### src/rtl/io_uart_timer_bridge.sv
`default_nettype none
// +--------------------------------------------------------------------------+
// | Module      : io_uart_timer_bridge (+ io_uart_timer_bridge_fifo)          |
// | Description : Memory-mapped console UART (8N1, TX/RX byte FIFOs) and a    |
// |               32-bit free-running cycle timer behind the core I/O port.   |
// | Ports       : main_clk/reset        clock, async active-high reset        |
// |               address_out_io[31:0]  access address (window on [31:8])    |
// |               data_in_io[15:0]      write data                           |
// |               control_out_io[1:0]   00 idle, 01 read, 10 write, 11 ignored|
// |               data_out_io[15:0]     registered read data                 |
// |               uart_tx / uart_rx     serial out (idle high) / serial in    |
// | Revision    : 1.0  initial release                                       |
// +--------------------------------------------------------------------------+

// Byte FIFO; i_push/i_pop arrive already qualified by the parent.
module io_uart_timer_bridge_fifo #(
    parameter int LOG2 = 4
) (
    input  logic            clk,
    input  logic            rst,
    input  logic            i_push,
    input  logic            i_pop,
    input  logic [7:0]      i_din,
    output logic [7:0]      o_dout,
    output logic [LOG2:0]   o_count
);
    localparam logic [LOG2-1:0] c_ptr_one = {{(LOG2-1){1'b0}}, 1'b1};
    localparam logic [LOG2:0]   c_cnt_one = {{LOG2{1'b0}}, 1'b1};

    logic [7:0]      r_mem [2**LOG2];
    logic [LOG2-1:0] r_wp;
    logic [LOG2-1:0] r_rp;
    logic [LOG2:0]   r_cnt;

    always_ff @(posedge clk) begin
        if (i_push) r_mem[r_wp] <= i_din;
    end

    always_ff @(posedge clk or posedge rst) begin
        if (rst) begin
            r_wp  <= '0;
            r_rp  <= '0;
            r_cnt <= '0;
        end else begin
            if (i_push) r_wp <= r_wp + c_ptr_one;
            if (i_pop)  r_rp <= r_rp + c_ptr_one;
            case ({i_push, i_pop})
                2'b10:   r_cnt <= r_cnt + c_cnt_one;
                2'b01:   r_cnt <= r_cnt - c_cnt_one;
                default: r_cnt <= r_cnt;
            endcase
        end
    end

    assign o_dout  = r_mem[r_rp];
    assign o_count = r_cnt;
endmodule

module io_uart_timer_bridge #(
    parameter logic [31:0] IO_BASE   = 32'hFFFF_FF00,
    parameter int          CLK_DIV   = 434,
    parameter int          FIFO_LOG2 = 4
) (
    input  logic        main_clk,
    input  logic        reset,
    input  logic [31:0] address_out_io,
    input  logic [15:0] data_in_io,
    input  logic [1:0]  control_out_io,
    output logic [15:0] data_out_io,
    output logic        uart_tx,
    input  logic        uart_rx
);
    localparam int                 c_div_w     = $clog2(CLK_DIV);
    localparam logic [c_div_w-1:0] c_bit_last  = c_div_w'(CLK_DIV - 1);
    localparam logic [c_div_w-1:0] c_half_last = c_div_w'(CLK_DIV / 2 - 1);
    localparam logic [c_div_w-1:0] c_div_one   = c_div_w'(1);
    localparam logic [FIFO_LOG2:0] c_fifo_full = {1'b1, {FIFO_LOG2{1'b0}}};

    localparam logic [1:0] c_st_idle  = 2'd0;
    localparam logic [1:0] c_st_start = 2'd1;
    localparam logic [1:0] c_st_data  = 2'd2;
    localparam logic [1:0] c_st_stop  = 2'd3;

    // ---------------- bus decode ----------------
    logic       w_rd, w_wr, w_hit;
    logic [7:0] w_off;
    logic       w_unused_bits;
    assign w_hit = (address_out_io[31:8] == IO_BASE[31:8]);
    assign w_rd  = w_hit && (control_out_io == 2'b01);
    assign w_wr  = w_hit && (control_out_io == 2'b10);
    assign w_off = address_out_io[7:0];
    assign w_unused_bits = &{1'b0, data_in_io[15:8]};

    // ---------------- FIFOs ----------------
    logic [7:0]         w_tx_dout, w_rx_dout;
    logic [FIFO_LOG2:0] w_tx_count, w_rx_count;
    logic               w_tx_full, w_tx_empty, w_rx_full, w_rx_empty;
    logic               w_tx_pop, w_tx_push_req, w_tx_push;
    logic               w_rx_pop, w_rx_push_req, w_rx_push;
    logic [7:0]         r_rx_sh;

    assign w_tx_full  = (w_tx_count == c_fifo_full);
    assign w_tx_empty = (w_tx_count == '0);
    assign w_rx_full  = (w_rx_count == c_fifo_full);
    assign w_rx_empty = (w_rx_count == '0);

    // A pop in the same cycle frees the slot, so a push into a full FIFO still lands.
    assign w_tx_push_req = w_wr && (w_off == 8'h00);
    assign w_tx_push     = w_tx_push_req && (!w_tx_full || w_tx_pop);
    assign w_rx_pop      = w_rd && (w_off == 8'h00) && !w_rx_empty;
    assign w_rx_push     = w_rx_push_req && (!w_rx_full || w_rx_pop);

    io_uart_timer_bridge_fifo #(.LOG2(FIFO_LOG2)) u_tx_fifo (
        .clk(main_clk), .rst(reset), .i_push(w_tx_push), .i_pop(w_tx_pop),
        .i_din(data_in_io[7:0]), .o_dout(w_tx_dout), .o_count(w_tx_count)
    );
    io_uart_timer_bridge_fifo #(.LOG2(FIFO_LOG2)) u_rx_fifo (
        .clk(main_clk), .rst(reset), .i_push(w_rx_push), .i_pop(w_rx_pop),
        .i_din(r_rx_sh), .o_dout(w_rx_dout), .o_count(w_rx_count)
    );

    // ---------------- TX shifter ----------------
    logic [1:0]         r_tx_state, w_tx_state_n;
    logic [c_div_w-1:0] r_tx_div, w_tx_div_n;
    logic [2:0]         r_tx_bit, w_tx_bit_n;
    logic [7:0]         r_tx_sh, w_tx_sh_n;
    logic               r_tx_line, w_tx_line_n;

    always_ff @(posedge main_clk or posedge reset) begin
        if (reset) begin
            r_tx_state <= c_st_idle;
            r_tx_div   <= '0;
            r_tx_bit   <= '0;
            r_tx_sh    <= '0;
            r_tx_line  <= 1'b1;
        end else begin
            r_tx_state <= w_tx_state_n;
            r_tx_div   <= w_tx_div_n;
            r_tx_bit   <= w_tx_bit_n;
            r_tx_sh    <= w_tx_sh_n;
            r_tx_line  <= w_tx_line_n;
        end
    end

    always_comb begin
        w_tx_state_n = r_tx_state;
        w_tx_div_n   = r_tx_div + c_div_one;
        w_tx_bit_n   = r_tx_bit;
        w_tx_sh_n    = r_tx_sh;
        w_tx_line_n  = r_tx_line;
        w_tx_pop     = 1'b0;
        case (r_tx_state)
            c_st_idle: begin
                w_tx_div_n = '0;
                if (!w_tx_empty) begin
                    w_tx_pop     = 1'b1;
                    w_tx_sh_n    = w_tx_dout;
                    w_tx_line_n  = 1'b0;
                    w_tx_state_n = c_st_start;
                end
            end
            c_st_start: begin
                if (r_tx_div == c_bit_last) begin
                    w_tx_div_n   = '0;
                    w_tx_bit_n   = '0;
                    w_tx_line_n  = r_tx_sh[0];
                    w_tx_state_n = c_st_data;
                end
            end
            c_st_data: begin
                if (r_tx_div == c_bit_last) begin
                    w_tx_div_n = '0;
                    if (r_tx_bit == 3'd7) begin
                        w_tx_line_n  = 1'b1;
                        w_tx_state_n = c_st_stop;
                    end else begin
                        w_tx_sh_n   = {1'b0, r_tx_sh[7:1]};
                        w_tx_line_n = r_tx_sh[1];
                        w_tx_bit_n  = r_tx_bit + 3'd1;
                    end
                end
            end
            default: begin
                // Stop bit; chain straight into the next start bit if data waits.
                if (r_tx_div == c_bit_last) begin
                    w_tx_div_n = '0;
                    if (!w_tx_empty) begin
                        w_tx_pop     = 1'b1;
                        w_tx_sh_n    = w_tx_dout;
                        w_tx_line_n  = 1'b0;
                        w_tx_state_n = c_st_start;
                    end else begin
                        w_tx_state_n = c_st_idle;
                    end
                end
            end
        endcase
    end

    assign uart_tx = r_tx_line;

    // ---------------- RX deserialiser ----------------
    logic               r_rx_s1, r_rx_s2, r_rx_d;
    logic [1:0]         r_rx_state, w_rx_state_n;
    logic [c_div_w-1:0] r_rx_div, w_rx_div_n;
    logic [2:0]         r_rx_bit, w_rx_bit_n;
    logic [7:0]         w_rx_sh_n;
    logic               w_rx_ferr;

    always_ff @(posedge main_clk or posedge reset) begin
        if (reset) begin
            r_rx_s1    <= 1'b1;
            r_rx_s2    <= 1'b1;
            r_rx_d     <= 1'b1;
            r_rx_state <= c_st_idle;
            r_rx_div   <= '0;
            r_rx_bit   <= '0;
            r_rx_sh    <= '0;
        end else begin
            r_rx_s1    <= uart_rx;
            r_rx_s2    <= r_rx_s1;
            r_rx_d     <= r_rx_s2;
            r_rx_state <= w_rx_state_n;
            r_rx_div   <= w_rx_div_n;
            r_rx_bit   <= w_rx_bit_n;
            r_rx_sh    <= w_rx_sh_n;
        end
    end

    always_comb begin
        w_rx_state_n  = r_rx_state;
        w_rx_div_n    = r_rx_div + c_div_one;
        w_rx_bit_n    = r_rx_bit;
        w_rx_sh_n     = r_rx_sh;
        w_rx_push_req = 1'b0;
        w_rx_ferr     = 1'b0;
        case (r_rx_state)
            c_st_idle: begin
                // The detect cycle is already one cycle into the start bit.
                w_rx_div_n = c_div_one;
                if (r_rx_d && !r_rx_s2) w_rx_state_n = c_st_start;
            end
            c_st_start: begin
                if (r_rx_div == c_half_last) begin
                    w_rx_div_n = '0;
                    w_rx_bit_n = '0;
                    w_rx_state_n = r_rx_s2 ? c_st_idle : c_st_data;
                end
            end
            c_st_data: begin
                if (r_rx_div == c_bit_last) begin
                    w_rx_div_n = '0;
                    w_rx_sh_n  = {r_rx_s2, r_rx_sh[7:1]};
                    if (r_rx_bit == 3'd7) w_rx_state_n = c_st_stop;
                    else                  w_rx_bit_n   = r_rx_bit + 3'd1;
                end
            end
            default: begin
                if (r_rx_div == c_bit_last) begin
                    w_rx_div_n    = '0;
                    w_rx_state_n  = c_st_idle;
                    w_rx_push_req = r_rx_s2;
                    w_rx_ferr     = !r_rx_s2;
                end
            end
        endcase
    end

    // ---------------- registers, flags, timer ----------------
    logic        r_rx_ovf, r_tx_ovf, r_ferr;
    logic [31:0] r_timer;
    logic [15:0] r_shadow, r_dout;
    logic [15:0] w_status, w_rdata;
    logic        w_w1c;

    assign w_w1c = w_wr && (w_off == 8'h02);

    always_comb begin
        w_status    = '0;
        w_status[0] = !w_rx_empty;
        w_status[1] = w_tx_full;
        w_status[2] = w_tx_empty && (r_tx_state == c_st_idle);
        w_status[3] = r_rx_ovf;
        w_status[4] = r_tx_ovf;
        w_status[5] = r_ferr;
        w_status[8 +: FIFO_LOG2+1] = w_rx_count;
    end

    always_comb begin
        w_rdata = '0;
        case (w_off)
            8'h00:   if (!w_rx_empty) w_rdata = {1'b1, 7'b0, w_rx_dout};
            8'h02:   w_rdata = w_status;
            8'h04:   w_rdata = r_timer[15:0];
            8'h06:   w_rdata = r_shadow;
            default: w_rdata = '0;
        endcase
    end

    always_ff @(posedge main_clk or posedge reset) begin
        if (reset) begin
            r_rx_ovf <= 1'b0;
            r_tx_ovf <= 1'b0;
            r_ferr   <= 1'b0;
            r_timer  <= '0;
            r_shadow <= '0;
            r_dout   <= '0;
        end else begin
            // A new event in the same cycle as a clear wins.
            r_rx_ovf <= (w_rx_push_req && w_rx_full && !w_rx_pop) ||
                        (r_rx_ovf && !(w_w1c && data_in_io[3]));
            r_tx_ovf <= (w_tx_push_req && w_tx_full && !w_tx_pop) ||
                        (r_tx_ovf && !(w_w1c && data_in_io[4]));
            r_ferr   <= w_rx_ferr || (r_ferr && !(w_w1c && data_in_io[5]));
            r_timer  <= r_timer + 32'd1;
            if (w_rd) begin
                r_dout <= w_rdata;
                if (w_off == 8'h04) r_shadow <= r_timer[31:16];
            end
        end
    end

    assign data_out_io = r_dout;
endmodule
`default_nettype wire

### config.mk
export PLATFORM = sky130hd
export DESIGN_NAME = io_uart_timer_bridge
export DESIGN_NICKNAME = d
export VERILOG_FILES = /design/src/rtl/io_uart_timer_bridge.sv
export SDC_FILE = /design/constraint.sdc
export NUM_CORES = 1
export LEC_CHECK = 0
export BUFFER_PORTS_ARGS = -buffer_cell sky130_fd_sc_hd__buf_2
export CAP_MARGIN = 10
export CORE_UTILIZATION = 45
export DETAILED_ROUTE_END_ITERATION = 7
export GPL_TIMING_DRIVEN = 0
export REMOVE_ABC_BUFFERS = 1
export SLEW_MARGIN = 0
export SYNTH_ARGS = -nofsm -noshare
export SYNTH_HDL_FRONTEND = slang
export SYNTH_SLANG_ARGS = --single-unit
### constraint.sdc
create_clock -name main_clk -period 8.65 [get_ports main_clk]
set_input_delay 1.73 -clock main_clk [delete_from_list [all_inputs] [get_ports main_clk]]
set_output_delay 1.73 -clock main_clk [all_outputs]
set_load 0.005 [all_outputs]
After elaboration in Yosys (flattened, before gate mapping)
Memory sizes are Yosys's and may differ from the RTL's. Cells that the tools add are included.

Input bits: 53. Output and inout port bits: 17. Word-level logic and storage cells: 179. Memories kept: 2. Bits in registers: 141. Bits in writable memories: 256.

Reductions and logical operators: 55. Equality and inequality tests: 31. Mux-type cells: 53. $add $sub $neg: 13. Bitwise gates (word level): 1.

Memory list: u_rx_fifo.r_mem (words 16, width 8, read ports 1, clocked after Yosys merged registers in 0, wr ports 1, RTL line 30) `logic [7:0] r_mem [2**LOG2];`; u_tx_fifo.r_mem (words 16, width 8, read ports 1, clocked after Yosys merged registers in 0, wr ports 1, RTL line 30).

Operator list (number): $pmux 16 s4 (1); $mux 9 (4); $add 32x1->32 const B (1); $mux 8 (4); $eq 24x24->1 const B (1); $pmux 8 s3 (1); $mux 2 (11); $logic_and 1x1->1 (20); $ne 2x2->1 const B (10); $pmux 5 s2 (2); $add 9x1->9 const B (2); $eq 9x9->1 const B (2); $mux 3 (6); $pmux 9 s2 (1); $add 4x1->4 const B (4); $eq 8x3->1 const B (2); $mux 1 (16); $mux 16 (1); $pmux 2 s3 (2); $pmux 3 s2 (2); $reduce_and 4->1 (3); $add 5x1->5 const B (2); $eq 2x1->1 const B (5); $eq 2x2->1 const B (5); other kinds (21) (45).

Depth between registers and ports, before layout
Gate-level depths: netlist of run 1.

Depth in word-level cells: 8. Mapped depth: 15. Gate-level depth less buffers: 14.

Hierarchy
A second synthesis of run 1 with hierarchy kept.

Cell total of the unflattened synthesis: 1071. Area total of the unflattened synthesis: 17106.4 um2.

By module, submodules not included: io_uart_timer_bridge_fifo at u_rx_fifo (sequential area each 4169.0 um2, area each 5774.3 um2, times used 1, cells each 288); io_uart_timer_bridge_fifo at u_tx_fifo (sequential area each 4169.0 um2, area each 5716.7 um2, times used 1, cells each 289); io_uart_timer_bridge (sequential area each 2882.8 um2, area each 5615.4 um2, times used 1, cells each 494).

Worst setup path after synthesis of run 1
Ideal clock, no wire load.

Kind: input to register. Start: input port address_out_io[0]. End: register u_tx_fifo.r_cnt[4] (netlist: u_tx_fifo.o_count[4]). Path slack: 4.040 ns. Arrival time: 4.487 ns. Data required time: 8.526 ns. Stages on the path: 13. Path through: nor4_2 > nor3b_4 > nand4_1 > nor3_1 > buf_2 > inv_1 > ha_1 > fa_1 > a21o_1 > a21oi_1 > xor2_1 > nor2_1 > xnor2_1.

Cells in the longest elaborated chain, start to end: 5. Elaborated cells on any way between the ends: 7.

Ends and longest elaborated chain: start, declared (RTL line 66) `input logic [31:0] address_out_io,`; $logic_not 8->1 (*) (RTL line 108) `assign w_tx_push_req = w_wr && (w_off == 8'h00);`; $logic_and 1x1->1 (*) (RTL line 108); $logic_and 1x1->1 (*) (RTL line 109) `assign w_tx_push = w_tx_push_req && (!w_tx_full || w_tx_pop);`; $eq 2x1->1 or $eq 2x2->1 (tied branches) (RTL line 47) `case ({i_push, i_pop})`; $pmux 5 s2 or $reduce_bool 2->1 (tied branches); end signal, assigned (RTL line 48) `2'b10: r_cnt <= r_cnt + c_cnt_one;`; end signal, assigned (RTL line 49) `2'b01: r_cnt <= r_cnt - c_cnt_one;`; end signal, assigned (RTL line 50) `default: r_cnt <= r_cnt;`; end, declared (RTL line 33) `logic [LOG2:0] r_cnt;`.

Every way passes the cells marked *; elsewhere a longest branch is shown, timed or not. A chain may end at the register's enable or synchronous reset.

Worst setup path after layout of run 1
Ends and elaborated chain as after synthesis.

==> results of run 1 <==
worst max-delay path, stage by stage:
cell and delay [ps]:
buf_2 100, nor4_2 360, nor3b_4 700, nand4_1 380, nor3_2 710, inv_1 100
ha_1 320, fa_1 430, a21o_1 200, a21oi_1 180, xor2_1 150, nor2_1 60
xnor2_1 120
sequential cells by signal, indices dropped and copies added (netlist names), 4 cells and up:
name               cells
r_timer               32
u_rx_fifo.r_rp         4
r_tx_sh                8
r_rx_sh                8
u_rx_fifo.r_mem      128
r_rx_div               9
r_tx_div               9
u_tx_fifo.r_rp         4
u_tx_fifo.r_wp         4
u_tx_fifo.o_count      5
u_tx_fifo.r_mem      128
data_out_io           16
u_rx_fifo.o_count      5
u_rx_fifo.r_wp         4
r_shadow              16
layout by cell type (no fill, tap or decap), drive strengths merged, types with 5 or more instances in the layout:
| master | n |
|---|---|
| xor2 | 22 |
| xnor2 | 41 |
| inv | 26 |
| nand2 | 59 |
| nor2b | 9 |
| mux2i | 32 |
| buf | 64 |
| and2 | 6 |
| nand4 | 23 |
| edfxtp | 256 |
| o211ai | 6 |
| nor4 | 7 |
| mux4 | 62 |
| or3 | 7 |
| nor3 | 16 |
| o21ai | 21 |
| nand3 | 41 |
| clkinv | 16 |
| mux2 | 42 |
| dfrtp | 137 |
| clkbuf | 59 |
| ha | 29 |
| nor2 | 51 |
| and3 | 21 |
| a22o | 17 |
| o2bb2ai | 5 |
| a22oi | 11 |
| a21oi | 21 |
| a221oi | 12 |
worst max-delay path by stage:
stage / slack, ps / start / endpoint / depth (start not counted)
6_report: 3500 / address_out_io[0] / u_tx_fifo.o_count[4]$_DFFE_PP0P_ / 13
5_1_grt: 3160 / address_out_io[0] / u_tx_fifo.o_count[4]$_DFFE_PP0P_ / 13
3_3_place_gp: 1170 / reset / r_rx_bit[1]$_DFFE_PP0P_ / 2
3_5_place_dp: 2540 / address_out_io[0] / u_tx_fifo.o_count[4]$_DFFE_PP0P_ / 13
2_1_floorplan: 3150 / reset / data_out_io[0]$_DFFE_PP0P_ / 1
4_1_cts: 3090 / address_out_io[0] / u_tx_fifo.o_count[4]$_DFFE_PP0P_ / 13
cells by family after synthesis:
kind of cell / synth area share
xor+xnor: 0.0326
simple gates: 0.0839
flops: 0.663
compound gates: 0.0488
buf+inv: 0.0180
mux: 0.132
fa+ha+maj: 0.0226
cell type report:
cell class,instances,area share
Clock buffer,59,0.0626
Clock inverter,19,0.0104
Inverter,28,0.00576
Multi-Input combinational cell,611,0.284
Sequential cell,397,0.587
Tap cell,468,0.0306
Timing Repair Buffer,64,0.0190
stage by stage:
step | instances | setup slack [ps]
global route | 1646 | 3160
detailed placement | 1568 | 2540
global placement | 1565 | 1170
floorplan | 1036 | 3150
CTS | 1646 | 3090
finish | 1646 | 3500
report_power, final:
group	total (mW)	switching [mW]	internal [mW]
clock network	1.79	0.733	1.06
registers	2.04	0.0162	2.03
logic	0.0845	0.0522	0.0323
routing by layer:
layer / vias up / track usage
li1: 4299 / -
met1: 4800 / 0.270
met2: 180 / 0.289
met3: 46 / 0.0253
met4: 0 / 0.0477
met5: - / 0
==> metrics, run 1 <==
number of flops mapped to enable cells by yosys=256; Critical Path AT=5560 ps; Worst Hold End=r_rx_s2$_DFF_PP1_; PostCTS Resize Cnt=0; Post-Route Utilization=0.520; WS Path Type=primary input to register; largest net degree at the start of global routing=87; Synth warnings=0; layout cells sized above 1=0.222; hold_buf cts=0; syn_area_per_cell=15.7 sq um; Sinks on Clock Net=397; PwrDens=205 nW/um^2; crit path max fanout=15; Fmax=194 MHz; area share of the largest cell type after synthesis=0.454; diode count=0; Initial Util=0.460; final hold violation count=0; DRT iter0 DRCs=617; max_cap viols=0; Pleak=7.71 nW; Worst Skew=24.5 ps; placed cell areas=17700 sq um; clock transition at the registers of the reported paths=60 ps; worst slew pin tran=1110 ps; initial antenna violation count=0; root buf cell=clkbuf_16; Layout Nets=1228; PortBufs=61; RePlAce Congestion=0.795; vias per cell=5.67; Final setup viols=0; Area contributors post-synth=edfxtp_1 (45%), dfrtp_1 (20%), mux4_2 (8.2%); final instance area=19100 sq um; Pre-antenna DRT Iters=5; Worst R2R End=u_tx_fifo.o_count[4]$_DFFE_PP0P_; Filler cells=3037; Hold Path Class=register to register; DP HPWL=21800 um; # DRC=0; sum of negative setup slack=0 ps; Post-CTS Setup Bufs=0; vias in the first global route=9315; post-route antenna net violation count=0; Rows=70; CTS tree=done; chip height=196 um; outcome=finished, final reports clean; synth unique cells=66; Slew Limit Fails=0; Total Power=3.92 mW; Worst EP required=9060 ps; H-Tree Depth=2; mapped cell area=16900 sq um; FF-to-FF path depth=14; WL met2=15800 um; worst hold margin=358 ps; Final Cycle Share=0.595; via count=9325; sequential share of the synthesized area=0.663; WHS Path Cells=0; top sig layer=met4; relative max-transition margin=0.255; R2R Setup Slk=5000 ps; Hold Startpoint=r_rx_s1$_DFF_PP1_; CP Launch Type=primary input; RSZ-0062 raised after global routing=no; routed len/inst=20.6 um; Commonest cells post-synth=edfxtp_1 (256), dfrtp_1 (137), mux4_2 (62); WL met3=1330 um; Worst-Skew Late Latency=550 ps; GRT overflow=0; register area=11200 sq um; CORE AREA=36800 sq um; most frequent cell after synthesis=edfxtp_1; Mapped Cells=1080; Yosys reg bits=397; Routed WL=33900 um; M1 WL=16200 um; Synth async-reset ratio=0.355; die area=38400 sq um; worst vdd ir=0.000191 V; Tmin final=5150 ps; multi-input logic area=5440 sq um; worst-case clock buffer depth=3; area leader, netlist=edfxtp_1; area grow syn2layout=12.9%; worst r2r src=r_tx_div[1]$_DFF_PP0_; I/O pin count=70; Die Width=196 um; endpoint type of the worst setup path=register; ys flop type=edfxtp_1; total CTS buffers=43; first-pass GRT wire length=54500 um; Total GRT Usage=0.183
No activity file was read; power rests on OpenSTA's default activity.
==> inputs of run 2 (changes only) <==
--- a/config.mk
+++ b/config.mk
@@ -5,6 +5,7 @@
 export SDC_FILE = /design/constraint.sdc
 export NUM_CORES = 1
 export LEC_CHECK = 0
+export ABC_AREA = 1
 export BUFFER_PORTS_ARGS = -buffer_cell sky130_fd_sc_hd__buf_2
 export CAP_MARGIN = 10
 export CORE_UTILIZATION = 45
==> constraint.sdc (replaced) <==
create_clock -name main_clk -period 4.5 [get_ports main_clk]
set_input_delay 0.9 -clock main_clk [delete_from_list [all_inputs] [get_ports main_clk]]
set_output_delay 0.9 -clock main_clk [all_outputs]
set_load 0.005 [all_outputs]
==> metrics, run 2 <==
outcome=finished, final reports clean; pre-CTS WS=808 ps (-1730 ps); Mapped Cells=1560 (+44%); Routed WL=39200 um (+15%); max incr delay on CP=390 ps (-320 ps); layout cells sized above 1=0.128 (-0.0938); worst r2r src=r_tx_div[1]$_DFF_PP0_; Worst Skew=20.1 ps (-4.40 ps); placed cells=2084 (+33%); PostCTS Resize Cnt=0 (unchanged); Final setup viols=0 (unchanged); Worst EP required=4920 ps (-4140 ps); Layout Nets=1702 (+39%); area grow syn2layout=13.4%; Slowest cell on crit path=dfrtp_1; Pre-antenna DRT Iters=5 (unchanged); DP HPWL=25200 um (+16%); Synth warnings=0 (unchanged); area share of the largest cell type after synthesis=0.443 (-0.0109); chip height=198 um (+1.2%); total CTS buffers=41 (-4.7%); non-filler instance count after layout=2163 (+31%); Setup WS post-layout=1310 ps (-2190 ps); Top delay family on crit path=simple AND/OR/NAND/NOR gates; H-Tree Depth=2 (unchanged); sequential share of the synthesized area=0.647 (-0.0159); Worst-Skew Late Latency=550 ps (about the same); WS Path Type=register to register; Synth async-reset ratio=0.355 (unchanged); worst slew pin tran=1060 ps (-54.1 ps); R2R Setup Slk=1310 ps (-3690 ps); Die Width=198 um (+1.2%); hold_buf cts=0 (unchanged); Commonest cells post-synth=edfxtp_1 (256), nand2_1 (254), nor2_1 (205); RSZ-0062 raised after global routing=no; # DRC=0 (unchanged); Hold Startpoint=r_rx_s1$_DFF_PP1_; diode count=0 (unchanged); placed cell areas=18200 sq um (+2.8%); I/O pin count=70 (unchanged); final instance area=19700 sq um (+2.9%); syn_area_per_cell=11.1 sq um (-29%); ys flop type=edfxtp_1; relative max-transition margin=0.293 (+0.0375); vias per cell=5.29 (-6.6%); Hold Path Class=register to register; worst-case clock buffer depth=3 (unchanged); WP buf/inv=2 (unchanged); Area contributors post-synth=edfxtp_1 (44%), dfrtp_1 (20%), nand2_1 (5.5%); Slew Limit Fails=0 (unchanged); Post-Route Utilization=0.520 (about the same); Rows=71 (+1.4%); Filler cells=3361 (+11%); routed len/inst=18.1 um (-12%); endpoint type of the worst setup path=register; Fmax=314 MHz; max_cap viols=0 (unchanged); Worst Setup SP=r_tx_div[1]$_DFF_PP0_; CTS tree=done; PwrDens=392 nW/um^2 (+91%); Pleak=8.02 nW (+4.0%); initial antenna violation count=0 (unchanged); CP Launch Type=register; most frequent cells in the layout=edfxtp_1 (256), nand2_1 (254), nor2_1 (205); Total GRT Usage=0.206 (+0.0225); first-pass GRT wire length=62000 um (+14%); DRT iter0 DRCs=852 (+38%); crit path max fanout=6 (-9); worst vdd ir=0.000316 V (+65%); clock transition at the registers of the reported paths=60 ps (about the same); vias in the first global route=11100 (+19%); synth unique cells=51 (-23%); number of flops mapped to enable cells by yosys=256 (unchanged); mapped cell area=17300 sq um (+2.5%); most frequent cell after synthesis=edfxtp_1; final hold violation count=0 (unchanged); Total Power=7.71 mW (+97%); largest net degree at the start of global routing=84 (-3.4%); root buf cell=clkbuf_16; largest registers=u_rx_fifo.r_mem (128), u_tx_fifo.r_mem (128), r_timer (32); Critical Path AT=3610 ps (-1950 ps); most common cell after layout, fill and taps aside=edfxtp_1; Sinks on Clock Net=397 (unchanged); Post-CTS Setup Bufs=0 (unchanged); Yosys reg bits=397 (unchanged); via count=11400 (+23%); RePlAce Congestion=0.821 (+3.2%); Final Cycle Share=0.708; die area=39300 sq um (+2.4%); Initial Util=0.458 (-0.00190); post-route antenna net violation count=0 (unchanged); GRT overflow=0 (unchanged); area leader, netlist=edfxtp_1; worst path cell trace=inv_1, ha_1, nand2_1, nor3_1, or2_1, nand3_1, nand2_1, nand2_1, ha_1, ha_1, a21o_1, a31oi_1, inv_1, a21oi_1, o21ai_0, xor2_1; PortBufs=61 (unchanged); Tmin final=3190 ps; CORE AREA=37800 sq um (+2.9%)
==> run 2: changes by cell type after synthesis, moves of 39 or more <==
cell,before,now
o21ai_0,21,141
mux4_2,62,0
inv_1,25,109
xnor2_1,41,2
nand2_1,58,254
nor2_1,51,205
==> run 2: cells by family after synthesis <==
| group | after synthesis | synth area share |
|---|---|---|
| mux | 19 | 0.0118 |
| xor+xnor | 47 | 0.0237 |
| simple gates | 596 | 0.156 |
| fa+ha+maj | 30 | 0.0221 |
| buf+inv | 176 | 0.0390 |
| flops | 397 | 0.647 |
| compound gates | 295 | 0.101 |
==> run 2: routing by layer <==
| metal | routed length (um) | track usage |
|---|---|---|
| met5 | 0 | 0 |
| met4 | 1040 | 0.0715 |
| met3 | 1770 | 0.0334 |
| met2 | 18200 | 0.325 |
| met1 | 18200 | 0.288 |
==> run 2: area by class of cell <==
class,instances,area (sq um),share of cell area
timing repair buffer,70,474,0.0241
clock inverter,11,111,0.00566
tap,511,639,0.0325
sequential,397,11200,0.571
clock buffer,65,1310,0.0666
multi-input combinational,987,5450,0.277
inverter,122,463,0.0235
==> run 2: path summary, 6_finish.rpt <==
kind	to	cells past startpoint
worst min register to register	r_rx_s2$_DFF_PP1_	0
worst max register to register	u_tx_fifo.o_count[4]$_DFFE_PP0P_	16
worst min-delay path	r_rx_s2$_DFF_PP1_	0
min in group asynchronous	r_tx_div[1]$_DFF_PP0_	2
worst max-delay path	u_tx_fifo.o_count[4]$_DFFE_PP0P_	16
max in group asynchronous	u_rx_fifo.o_count[0]$_DFFE_PP0P_	3
==> run 2: metrics by stage <==
step | setup TNS, ps | hold WS (ps)
finish | 0 | 355
global route | 0 | 358
detailed placement | 0 | 347
floorplan | -23920 | 345
global placement | -293540 | 348
CTS | 0 | 355
==> run 2: power by group <==
part	internal (mW)	total, mW	switching (mW)
logic	0.0758	0.246	0.170
registers	3.90	3.94	0.0357
clock network	2.11	3.52	1.41
